## src/rtl/gshare_branch_predictor_pkg.sv

```systemverilog
`default_nettype none
// +----------------------------------------------------------------------------+
// | Module   : gshare_branch_predictor_pkg                                     |
// | Purpose  : Shared default sizes for the gshare branch predictor slice.     |
// | Contents : BP_PC_BITS, BP_INDEX_BITS_DEFAULT, BP_HIST_BITS_DEFAULT,        |
// |            BP_CTR_BITS_DEFAULT, BP_STAT_BITS_DEFAULT                       |
// | Revision : 1.0 - initial release                                           |
// +----------------------------------------------------------------------------+
package gshare_branch_predictor_pkg;

  // Width of an lc3b_word fetch address.
  localparam int BP_PC_BITS            = 16;
  localparam int BP_INDEX_BITS_DEFAULT = 5;
  localparam int BP_HIST_BITS_DEFAULT  = 4;
  localparam int BP_CTR_BITS_DEFAULT   = 2;
  localparam int BP_STAT_BITS_DEFAULT  = 16;

endpackage : gshare_branch_predictor_pkg
`default_nettype wire

```

## src/rtl/gshare_branch_predictor_if.sv

```systemverilog
`default_nettype none
// +----------------------------------------------------------------------------+
// | Module   : gshare_branch_predictor_if                                      |
// | Purpose  : Lookup (IF), update (WB) and statistics signals of the branch   |
// |            predictor. master = pipeline side, slave = predictor.           |
// | Signals  : lookup_valid/lookup_pc -> pred_taken/pred_index                 |
// |            update_valid/index/taken/pred -> mispredict                     |
// |            ghr_out, stat_lookups, stat_mispredicts, stat_clear             |
// | Revision : 1.0 - initial release                                           |
// +----------------------------------------------------------------------------+
interface gshare_branch_predictor_if
  import gshare_branch_predictor_pkg::*;
#(
  parameter int INDEX_BITS = BP_INDEX_BITS_DEFAULT,
  parameter int HIST_BITS  = BP_HIST_BITS_DEFAULT,
  parameter int STAT_BITS  = BP_STAT_BITS_DEFAULT
);
  // History output keeps at least one bit even for a pure bimodal build.
  localparam int c_GHR_W = (HIST_BITS > 0) ? HIST_BITS : 1;

  logic                  lookup_valid;
  logic [BP_PC_BITS-1:0] lookup_pc;
  logic                  pred_taken;
  logic [INDEX_BITS-1:0] pred_index;

  logic                  update_valid;
  logic [INDEX_BITS-1:0] update_index;
  logic                  update_taken;
  logic                  update_pred;
  logic                  mispredict;

  logic [c_GHR_W-1:0]    ghr_out;
  logic [STAT_BITS-1:0]  stat_lookups;
  logic [STAT_BITS-1:0]  stat_mispredicts;
  logic                  stat_clear;

  modport master (
    output lookup_valid, lookup_pc, update_valid, update_index, update_taken,
           update_pred, stat_clear,
    input  pred_taken, pred_index, mispredict, ghr_out, stat_lookups,
           stat_mispredicts
  );

  modport slave (
    input  lookup_valid, lookup_pc, update_valid, update_index, update_taken,
           update_pred, stat_clear,
    output pred_taken, pred_index, mispredict, ghr_out, stat_lookups,
           stat_mispredicts
  );

endinterface : gshare_branch_predictor_if
`default_nettype wire

```

## src/rtl/gshare_branch_predictor_bp_counter_table.sv

```systemverilog
`default_nettype none
// +----------------------------------------------------------------------------+
// | Module   : bp_counter_table                                                |
// | Purpose  : 2^INDEX_BITS saturating counters. Asynchronous read port, one   |
// |            synchronous write port that steps a counter up (taken) or down. |
// | Ports    : clk, rst_n       - clock, sync active-low reset (weakly-not-tkn) |
// |            rd_index/rd_ctr  - combinational read                           |
// |            wr_en/wr_index/wr_taken - saturating increment / decrement      |
// | Revision : 1.0 - initial release                                           |
// +----------------------------------------------------------------------------+
module bp_counter_table
  import gshare_branch_predictor_pkg::*;
#(
  parameter int INDEX_BITS = BP_INDEX_BITS_DEFAULT,
  parameter int CTR_BITS   = BP_CTR_BITS_DEFAULT
) (
  input  wire logic                  clk,
  input  wire logic                  rst_n,
  input  wire logic [INDEX_BITS-1:0] rd_index,
  output logic      [CTR_BITS-1:0]   rd_ctr,
  input  wire logic                  wr_en,
  input  wire logic [INDEX_BITS-1:0] wr_index,
  input  wire logic                  wr_taken
);
  localparam int c_ENTRIES = 1 << INDEX_BITS;
  // Weakly-not-taken: MSB clear, all lower bits set (0 for a 1-bit counter).
  localparam logic [CTR_BITS-1:0] c_CTR_INIT = CTR_BITS'((1 << (CTR_BITS - 1)) - 1);

  logic [CTR_BITS-1:0] r_table [c_ENTRIES];

  function automatic logic [CTR_BITS-1:0] bp_sat_step(
    input logic [CTR_BITS-1:0] ctr,
    input logic                taken
  );
    logic [CTR_BITS-1:0] nxt;
    nxt = ctr;
    if (taken) begin
      if (!(&ctr)) nxt = ctr + CTR_BITS'(1);
    end else begin
      if (|ctr) nxt = ctr - CTR_BITS'(1);
    end
    return nxt;
  endfunction

  always_ff @(posedge clk) begin
    if (!rst_n) begin
      for (int i = 0; i < c_ENTRIES; i++) begin
        r_table[i] <= c_CTR_INIT;
      end
    end else if (wr_en) begin
      r_table[wr_index] <= bp_sat_step(r_table[wr_index], wr_taken);
    end
  end

  // No write-to-read bypass: a same-cycle update becomes visible next cycle.
  assign rd_ctr = r_table[rd_index];

endmodule : bp_counter_table
`default_nettype wire

```

## src/rtl/gshare_branch_predictor.sv

```systemverilog
`default_nettype none
// +----------------------------------------------------------------------------+
// | Module   : gshare_branch_predictor                                         |
// | Purpose  : gshare / bimodal conditional-branch predictor. Same-cycle       |
// |            prediction for fetch, training and committed global history     |
// |            update at WB, saturating lookup / mispredict statistics.        |
// | Ports    : clk    - clock, all state on rising edge                        |
// |            rst_n  - synchronous active-low reset                           |
// |            bp     - gshare_branch_predictor_if.slave (lookup, update,      |
// |                     mispredict, ghr_out, stat_* and stat_clear)            |
// | Revision : 1.0 - initial release                                           |
// +----------------------------------------------------------------------------+
module gshare_branch_predictor
  import gshare_branch_predictor_pkg::*;
#(
  parameter int INDEX_BITS = BP_INDEX_BITS_DEFAULT,
  parameter int HIST_BITS  = BP_HIST_BITS_DEFAULT,
  parameter int CTR_BITS   = BP_CTR_BITS_DEFAULT,
  parameter int GSHARE     = 1,
  parameter int STAT_BITS  = BP_STAT_BITS_DEFAULT
) (
  input wire logic                 clk,
  input wire logic                 rst_n,
  gshare_branch_predictor_if.slave bp
);
  localparam int c_GHR_W = (HIST_BITS > 0) ? HIST_BITS : 1;

  generate
    if (HIST_BITS > INDEX_BITS || HIST_BITS < 0 || CTR_BITS < 1 ||
        INDEX_BITS < 1 || INDEX_BITS > BP_PC_BITS - 1) begin : g_bad_params
      $error("gshare_branch_predictor: illegal INDEX_BITS/HIST_BITS/CTR_BITS");
    end
  endgenerate

  logic [c_GHR_W-1:0]    w_ghr;
  logic [INDEX_BITS-1:0] w_pc_index;
  logic [INDEX_BITS-1:0] w_index;
  logic [CTR_BITS-1:0]   w_rd_ctr;
  logic                  w_mispredict;
  logic [STAT_BITS-1:0]  r_stat_lookups;
  logic [STAT_BITS-1:0]  r_stat_mispredicts;
  logic                  w_unused_bits;

  // Committed history: shifted only when WB resolves a branch.
  generate
    if (HIST_BITS == 0) begin : g_no_hist
      assign w_ghr = 1'b0;
    end else begin : g_hist
      logic [c_GHR_W-1:0] r_ghr;
      always_ff @(posedge clk) begin
        if (!rst_n) begin
          r_ghr <= '0;
        end else if (bp.update_valid) begin
          // Low c_GHR_W bits of {ghr, taken} = {ghr[H-2:0], taken}; works for H=1 too.
          r_ghr <= c_GHR_W'({r_ghr, bp.update_taken});
        end
      end
      assign w_ghr = r_ghr;
    end
  endgenerate

  // Index hash: pc bit 0 is always zero for word-aligned fetch, so skip it.
  assign w_pc_index = bp.lookup_pc[INDEX_BITS:1];
  generate
    if (GSHARE != 0 && HIST_BITS > 0) begin : g_gshare_hash
      assign w_index = w_pc_index ^ INDEX_BITS'(w_ghr);
    end else begin : g_pc_hash
      assign w_index = w_pc_index;
    end
  endgenerate

  bp_counter_table #(
    .INDEX_BITS (INDEX_BITS),
    .CTR_BITS   (CTR_BITS)
  ) u_table (
    .clk      (clk),
    .rst_n    (rst_n),
    .rd_index (w_index),
    .rd_ctr   (w_rd_ctr),
    .wr_en    (bp.update_valid),
    .wr_index (bp.update_index),
    .wr_taken (bp.update_taken)
  );

  assign w_mispredict = bp.update_valid & (bp.update_taken != bp.update_pred);

  // Statistics: clear beats increment, each counter sticks at all-ones.
  always_ff @(posedge clk) begin
    if (!rst_n) begin
      r_stat_lookups     <= '0;
      r_stat_mispredicts <= '0;
    end else if (bp.stat_clear) begin
      r_stat_lookups     <= '0;
      r_stat_mispredicts <= '0;
    end else begin
      if (bp.lookup_valid && !(&r_stat_lookups)) begin
        r_stat_lookups <= r_stat_lookups + STAT_BITS'(1);
      end
      if (w_mispredict && !(&r_stat_mispredicts)) begin
        r_stat_mispredicts <= r_stat_mispredicts + STAT_BITS'(1);
      end
    end
  end

  assign bp.pred_taken       = w_rd_ctr[CTR_BITS-1];
  assign bp.pred_index       = w_index;
  assign bp.mispredict       = w_mispredict;
  assign bp.ghr_out          = w_ghr;
  assign bp.stat_lookups     = r_stat_lookups;
  assign bp.stat_mispredicts = r_stat_mispredicts;

  // PC bits outside the index field and the counter's low bits are not needed.
  assign w_unused_bits = ^{bp.lookup_pc[0], (bp.lookup_pc >> (INDEX_BITS + 1)), w_rd_ctr};

endmodule : gshare_branch_predictor
`default_nettype wire
```

## src/flat_wrapper.sv

```systemverilog
// flat-port wrapper written by rule: the top's interface ports become plain ports
module gshare_branch_predictor_flat import gshare_branch_predictor_pkg::*;
#(
  parameter int INDEX_BITS = BP_INDEX_BITS_DEFAULT,
  parameter int HIST_BITS  = BP_HIST_BITS_DEFAULT,
  parameter int CTR_BITS   = BP_CTR_BITS_DEFAULT,
  parameter int GSHARE     = 1,
  parameter int STAT_BITS  = BP_STAT_BITS_DEFAULT
)
  (clk, rst_n, bp_lookup_valid, bp_lookup_pc, bp_update_valid, bp_update_index, bp_update_taken, bp_update_pred, bp_stat_clear, bp_pred_taken, bp_pred_index, bp_mispredict, bp_ghr_out, bp_stat_lookups, bp_stat_mispredicts);
  gshare_branch_predictor_if #(.INDEX_BITS(INDEX_BITS), .HIST_BITS(HIST_BITS), .STAT_BITS(STAT_BITS)) bp_i ();
  input wire logic clk;
  input wire logic rst_n;
  input wire logic [$bits(bp_i.lookup_valid)-1:0] bp_lookup_valid;
  input wire logic [$bits(bp_i.lookup_pc)-1:0] bp_lookup_pc;
  input wire logic [$bits(bp_i.update_valid)-1:0] bp_update_valid;
  input wire logic [$bits(bp_i.update_index)-1:0] bp_update_index;
  input wire logic [$bits(bp_i.update_taken)-1:0] bp_update_taken;
  input wire logic [$bits(bp_i.update_pred)-1:0] bp_update_pred;
  input wire logic [$bits(bp_i.stat_clear)-1:0] bp_stat_clear;
  output wire logic [$bits(bp_i.pred_taken)-1:0] bp_pred_taken;
  output wire logic [$bits(bp_i.pred_index)-1:0] bp_pred_index;
  output wire logic [$bits(bp_i.mispredict)-1:0] bp_mispredict;
  output wire logic [$bits(bp_i.ghr_out)-1:0] bp_ghr_out;
  output wire logic [$bits(bp_i.stat_lookups)-1:0] bp_stat_lookups;
  output wire logic [$bits(bp_i.stat_mispredicts)-1:0] bp_stat_mispredicts;
  assign bp_i.lookup_valid = bp_lookup_valid;
  assign bp_i.lookup_pc = bp_lookup_pc;
  assign bp_i.update_valid = bp_update_valid;
  assign bp_i.update_index = bp_update_index;
  assign bp_i.update_taken = bp_update_taken;
  assign bp_i.update_pred = bp_update_pred;
  assign bp_i.stat_clear = bp_stat_clear;
  assign bp_pred_taken = bp_i.pred_taken;
  assign bp_pred_index = bp_i.pred_index;
  assign bp_mispredict = bp_i.mispredict;
  assign bp_ghr_out = bp_i.ghr_out;
  assign bp_stat_lookups = bp_i.stat_lookups;
  assign bp_stat_mispredicts = bp_i.stat_mispredicts;
  gshare_branch_predictor #(.INDEX_BITS(INDEX_BITS), .HIST_BITS(HIST_BITS), .CTR_BITS(CTR_BITS), .GSHARE(GSHARE), .STAT_BITS(STAT_BITS)) u_core (.clk(clk), .rst_n(rst_n), .bp(bp_i));
endmodule
```

## config.mk

```make
export PLATFORM = sky130hd
export DESIGN_NAME = gshare_branch_predictor_flat
export DESIGN_NICKNAME = d
export VERILOG_FILES = /design/src/rtl/gshare_branch_predictor_pkg.sv /design/src/rtl/gshare_branch_predictor_if.sv /design/src/rtl/gshare_branch_predictor_bp_counter_table.sv /design/src/rtl/gshare_branch_predictor.sv /design/src/flat_wrapper.sv
export SDC_FILE = /design/constraint.sdc
export NUM_CORES = 1
export LEC_CHECK = 0
export BUFFER_PORTS_ARGS = -buffer_cell sky130_fd_sc_hd__buf_2
export CAP_MARGIN = 20
export CORE_MARGIN = 2
export CORE_UTILIZATION = 52
export CTS_CLUSTER_SIZE = 12
export DETAILED_ROUTE_END_ITERATION = 10
export GPL_TIMING_DRIVEN = 0
export HOLD_SLACK_MARGIN = 0.03
export PLACE_DENSITY_LB_ADDON = 0.3
export SLEW_MARGIN = 20
export SYNTH_ARGS = -nofsm -noshare
export SYNTH_HDL_FRONTEND = slang
export SYNTH_SLANG_ARGS = --single-unit
```

## constraint.sdc

```tcl
create_clock -name clk -period 2.5 [get_ports clk]
set_clock_uncertainty 0.05 [all_clocks]
set_input_delay 0.375 -clock clk [delete_from_list [all_inputs] [get_ports clk]]
set_output_delay 0.375 -clock clk [all_outputs]
set_load 0.03 [all_outputs]
```

==> metrics.md <==
| Metric | Value |
|---|---|
| Finished Layout Cells | `701` |
| Synth warnings | `0` |
| CP Cell Sequence | `xor2_4 -> buf_12 -> mux4_2 -> mux4_2 -> mux2_4 -> buf_6` |
| Initial antenna violation count | `1` |
| Synth cell types | `55` |
| Final Hold Fails | `0` |
| Pleak | `0.00222 uW` |
| Main synth FF type | `edfxtp_1` |
| Starting Density | `53.8%` |
| Syn_nets | `520` |
| Final #Nets | `593` |
| Vias per inst | `5.83` |
| Gr usage total | `23.3%` |
| Slowest cell on the critical path | `mux4_2` |
| CP bufs+invs | `2` |
| Total gr overflow | `0` |
| Clock buffer count from CTS | `9` |
| Die area | `0.0109 mm^2` |
| Power per cell area | `538 mW/mm^2` |
| RSZ-0062 raised after global routing | `yes` |
| Status | `finished, violations left` |
| H-Tree Level Count | `3` |
| Critical setup path kind | `reg2out` |
| CP top delay family | `multiplexers` |
| IO Count | `71` |
| Worst Tran Pin Value | `0.693 ns` |
| Hpwl dp | `9170 um` |
| Final setup fails | `1` |
| Syn-to-layout area delta | `14.1%` |
| Routed wire length per instance | `18.3 um` |
| Fmax | `335 MHz` |
| Final wirelength | `12900 um` |
| Hold_buf cts | `0` |
| Fraction of registers with async set/reset | `0%` |
| Rel. slew slack | `53.8%` |
| Post-route setup slack | `-0.487 ns` |
| CTS root buf | `clkbuf_8` |
| Die height | `105 um` |
| CTS Sinks | `100` |
| Placed Cells | `679` |
| First-pass GRT wire length | `19900 um` |
| Startpoint Class | `flip-flop` |
| Max FO, Critical Path | `5` |
| Cells after synthesis | `490` |
| Largest net degree at the start of global routing | `17` |
| Number of global-route vias before repair | `3826` |
| Hold Crit Class | `in2reg` |
| Failing checks | `setup timing` |
| Max_cap viols | `0` |
| Port Buffers | `56` |
| TritonCTS clock tree | `yes` |
| Max Root-Sink Buffers | `2` |
| Post-Syn Area | `0.00526 mm^2` |
| Num rows | `36` |
| # diodes | `0` |
| Final Max Slew Viols | `0` |
| Routability cong. | `0.901` |
| Setup TNS | `-0.487 ns` |
| Post-synth EDFFs | `64` |
| Worst-path clk slew | `0.09 ns` |
| Die width | `105 um` |
| Sequential element share of the synthesized area | `50.3%` |
| DR DRC count | `0` |
| Max rail drop VDD | `0.266 mV` |
| Crit-path max cell delay | `0.55 ns` |
| Detailed Routing Iterations Pass 1 | `5` |
| Final worst path period share | `119%` |
| WP data arrival | `2.56 ns` |
| Fraction of layout cells with a size suffix above 1 | `25.0%` |
| Mean Syn Cell Area | `10.7 um^2` |
| Clk_lat worst skew | `0.36 ns` |
| WP data required | `2.08 ns` |
| Pwr Total | `3230 uW` |
| #FFs+latches synth | `100` |
| Pre-CTS setup slack | `-0.519 ns` |
| CP dominant cell by count | `mux4_2` |
| Initial drt markers | `399` |
| ANT nets after route | `0` |
| Worst Setup End Kind | `output port` |
| Core Footprint | `0.00977 mm^2` |
| Via count | `4086` |
| Min Tclk post-route | `2.99 ns` |
-- state kept, by name, summed over array words and instances (netlist names) --
| register | cells |
|---|---|
| u_core.bp.stat_lookups | 16 |
| u_core.u_table.r_table | 64 |
| u_core.bp.ghr_out | 4 |
| u_core.bp.stat_mispredicts | 16 |
-- layout make-up --
cell class              count  area (um^2)
inverters                   4         15.0
fillers                   817         3780
plain buffers              35          226
well taps                 133          166
repair buffers             62          360
clock buffers              12          145
clock inverters             4         25.0
flip-flops and latches    100         2650
multi-input cells         351         2410
-- layer usage --
metal | vias to the layer above | wire length [um] | track usage (%)
met5 | - | 13 | 0
met4 | 2 | 180 | 6.37
met2 | 195 | 6150 | 37.8
met3 | 20 | 947 | 5.30
li1 | 1908 | - | -
met1 | 1961 | 5570 | 31.6
-- cells in the final DEF (no fill, tap or decap), types with 4 or more instances in the layout --
cell | synthesis | layout
buf_6 | 8 | 10
nand3_2 | 4 | 4
a21oi_1 | 11 | 11
nor3_1 | 6 | 4
nand2_1 | 77 | 77
clkbuf_8 | 0 | 10
mux2_2 | 12 | 11
nand3_1 | 42 | 42
buf_2 | 4 | 58
xor2_1 | 18 | 16
nor2b_1 | 5 | 5
nand4_1 | 5 | 5
dfxtp_1 | 36 | 35
and4_1 | 4 | 4
or3_1 | 6 | 6
o21ai_0 | 6 | 6
clkbuf_1 | 18 | 19
inv_1 | 4 | 4
mux2i_1 | 17 | 17
nor2_1 | 62 | 61
mux4_2 | 8 | 13
and3_1 | 7 | 7
buf_4 | 4 | 7
edfxtp_1 | 64 | 64
xnor2_1 | 11 | 11
-- worst paths after layout --
check / start / slack (ns) / to / cells past startpoint
setup reg to reg: u_core.u_table.r_table[24][1] / 0.10 / u_core.u_table.r_table[10][0] / 7
hold reg to reg: u_core.bp.stat_mispredicts[15] / 0.46 / u_core.bp.stat_mispredicts[15] / 2
hold / removal: bp_update_taken / 0.28 / u_core.bp.ghr_out[0] / 3
setup / recovery: u_core.bp.ghr_out[0] / -0.49 / bp_pred_taken / 6
-- cells by family after synthesis --
logic type               after synthesis  synth area share [%]
AO/OA/AOI/OAI                         37                  4.83
XOR/XNOR                              29                  4.83
adder cells (fa/ha/maj)                4                  1.00
buffers and inverters                 39                  4.52
flip-flops                           100                  50.3
multiplexers                          45                  12.8
AND/OR/NAND/NOR                      236                  21.8
-- power by group --
part / leakage, uW / switching, uW / internal (uW)
registers: 0.000864 / 19.4 / 1780
clock network: 0.0000907 / 548 / 390
logic: 0.00127 / 287 / 200
-- cells in the mapped netlist, types with 3 or more instances --
cell / number / area share [%]
buf_6: 8 / 1.7
o21ai_0: 6 / 0.57
mux2_2: 12 / 2.6
mux2i_1: 17 / 3.2
inv_1: 4 / 0.29
nand3_1: 42 / 4.0
and4_1: 4 / 0.67
nand3_2: 4 / 0.76
clkbuf_1: 18 / 1.3
mux4_1: 6 / 3.0
a21oi_1: 11 / 1.0
xnor2_1: 11 / 1.8
a22oi_1: 3 / 0.43
buf_2: 4 / 0.38
edfxtp_1: 64 / 37
mux4_2: 8 / 3.4
nor2b_1: 5 / 0.59
xor2_1: 18 / 3.0
buf_4: 4 / 0.57
or3_1: 6 / 0.71
nand4_1: 5 / 0.59
dfxtp_1: 36 / 14
nor3_1: 6 / 0.57
and3_1: 7 / 0.83
nor2_1: 62 / 4.4
nand2_1: 77 / 5.5
and3b_1: 3 / 0.50
-- timing repair --
action	in CTS	in global routing
endpoints found under the setup margin	1	48
resized for setup	8	6
pin swaps	2	3
buffers inserted	5	1
cloned	0	0
-- through the flow --
step / utilization, % / hold WS [ns] / cell area, um^2
final: 61.4 / 0.284 / 6000
after floorplan: - / 0.493 / 5300
after detailed placement: 58.8 / 0.446 / 5750
after CTS: 61.1 / 0.287 / 5970
after global placement: 58.8 / 0.428 / 5750
after global routing: 61.4 / 0.317 / 6000
-- worst reg2reg max path, stage by stage, from the launching register on --
cell      delay (ns)
edfxtp_1        0.41
mux4_2          0.48
a22oi_1         0.24
o21ai_1         0.15
nor4_4          0.22
maj3_4          0.30
buf_6           0.16
nand3_1         0.09
(Power assumes the default switching activity.)
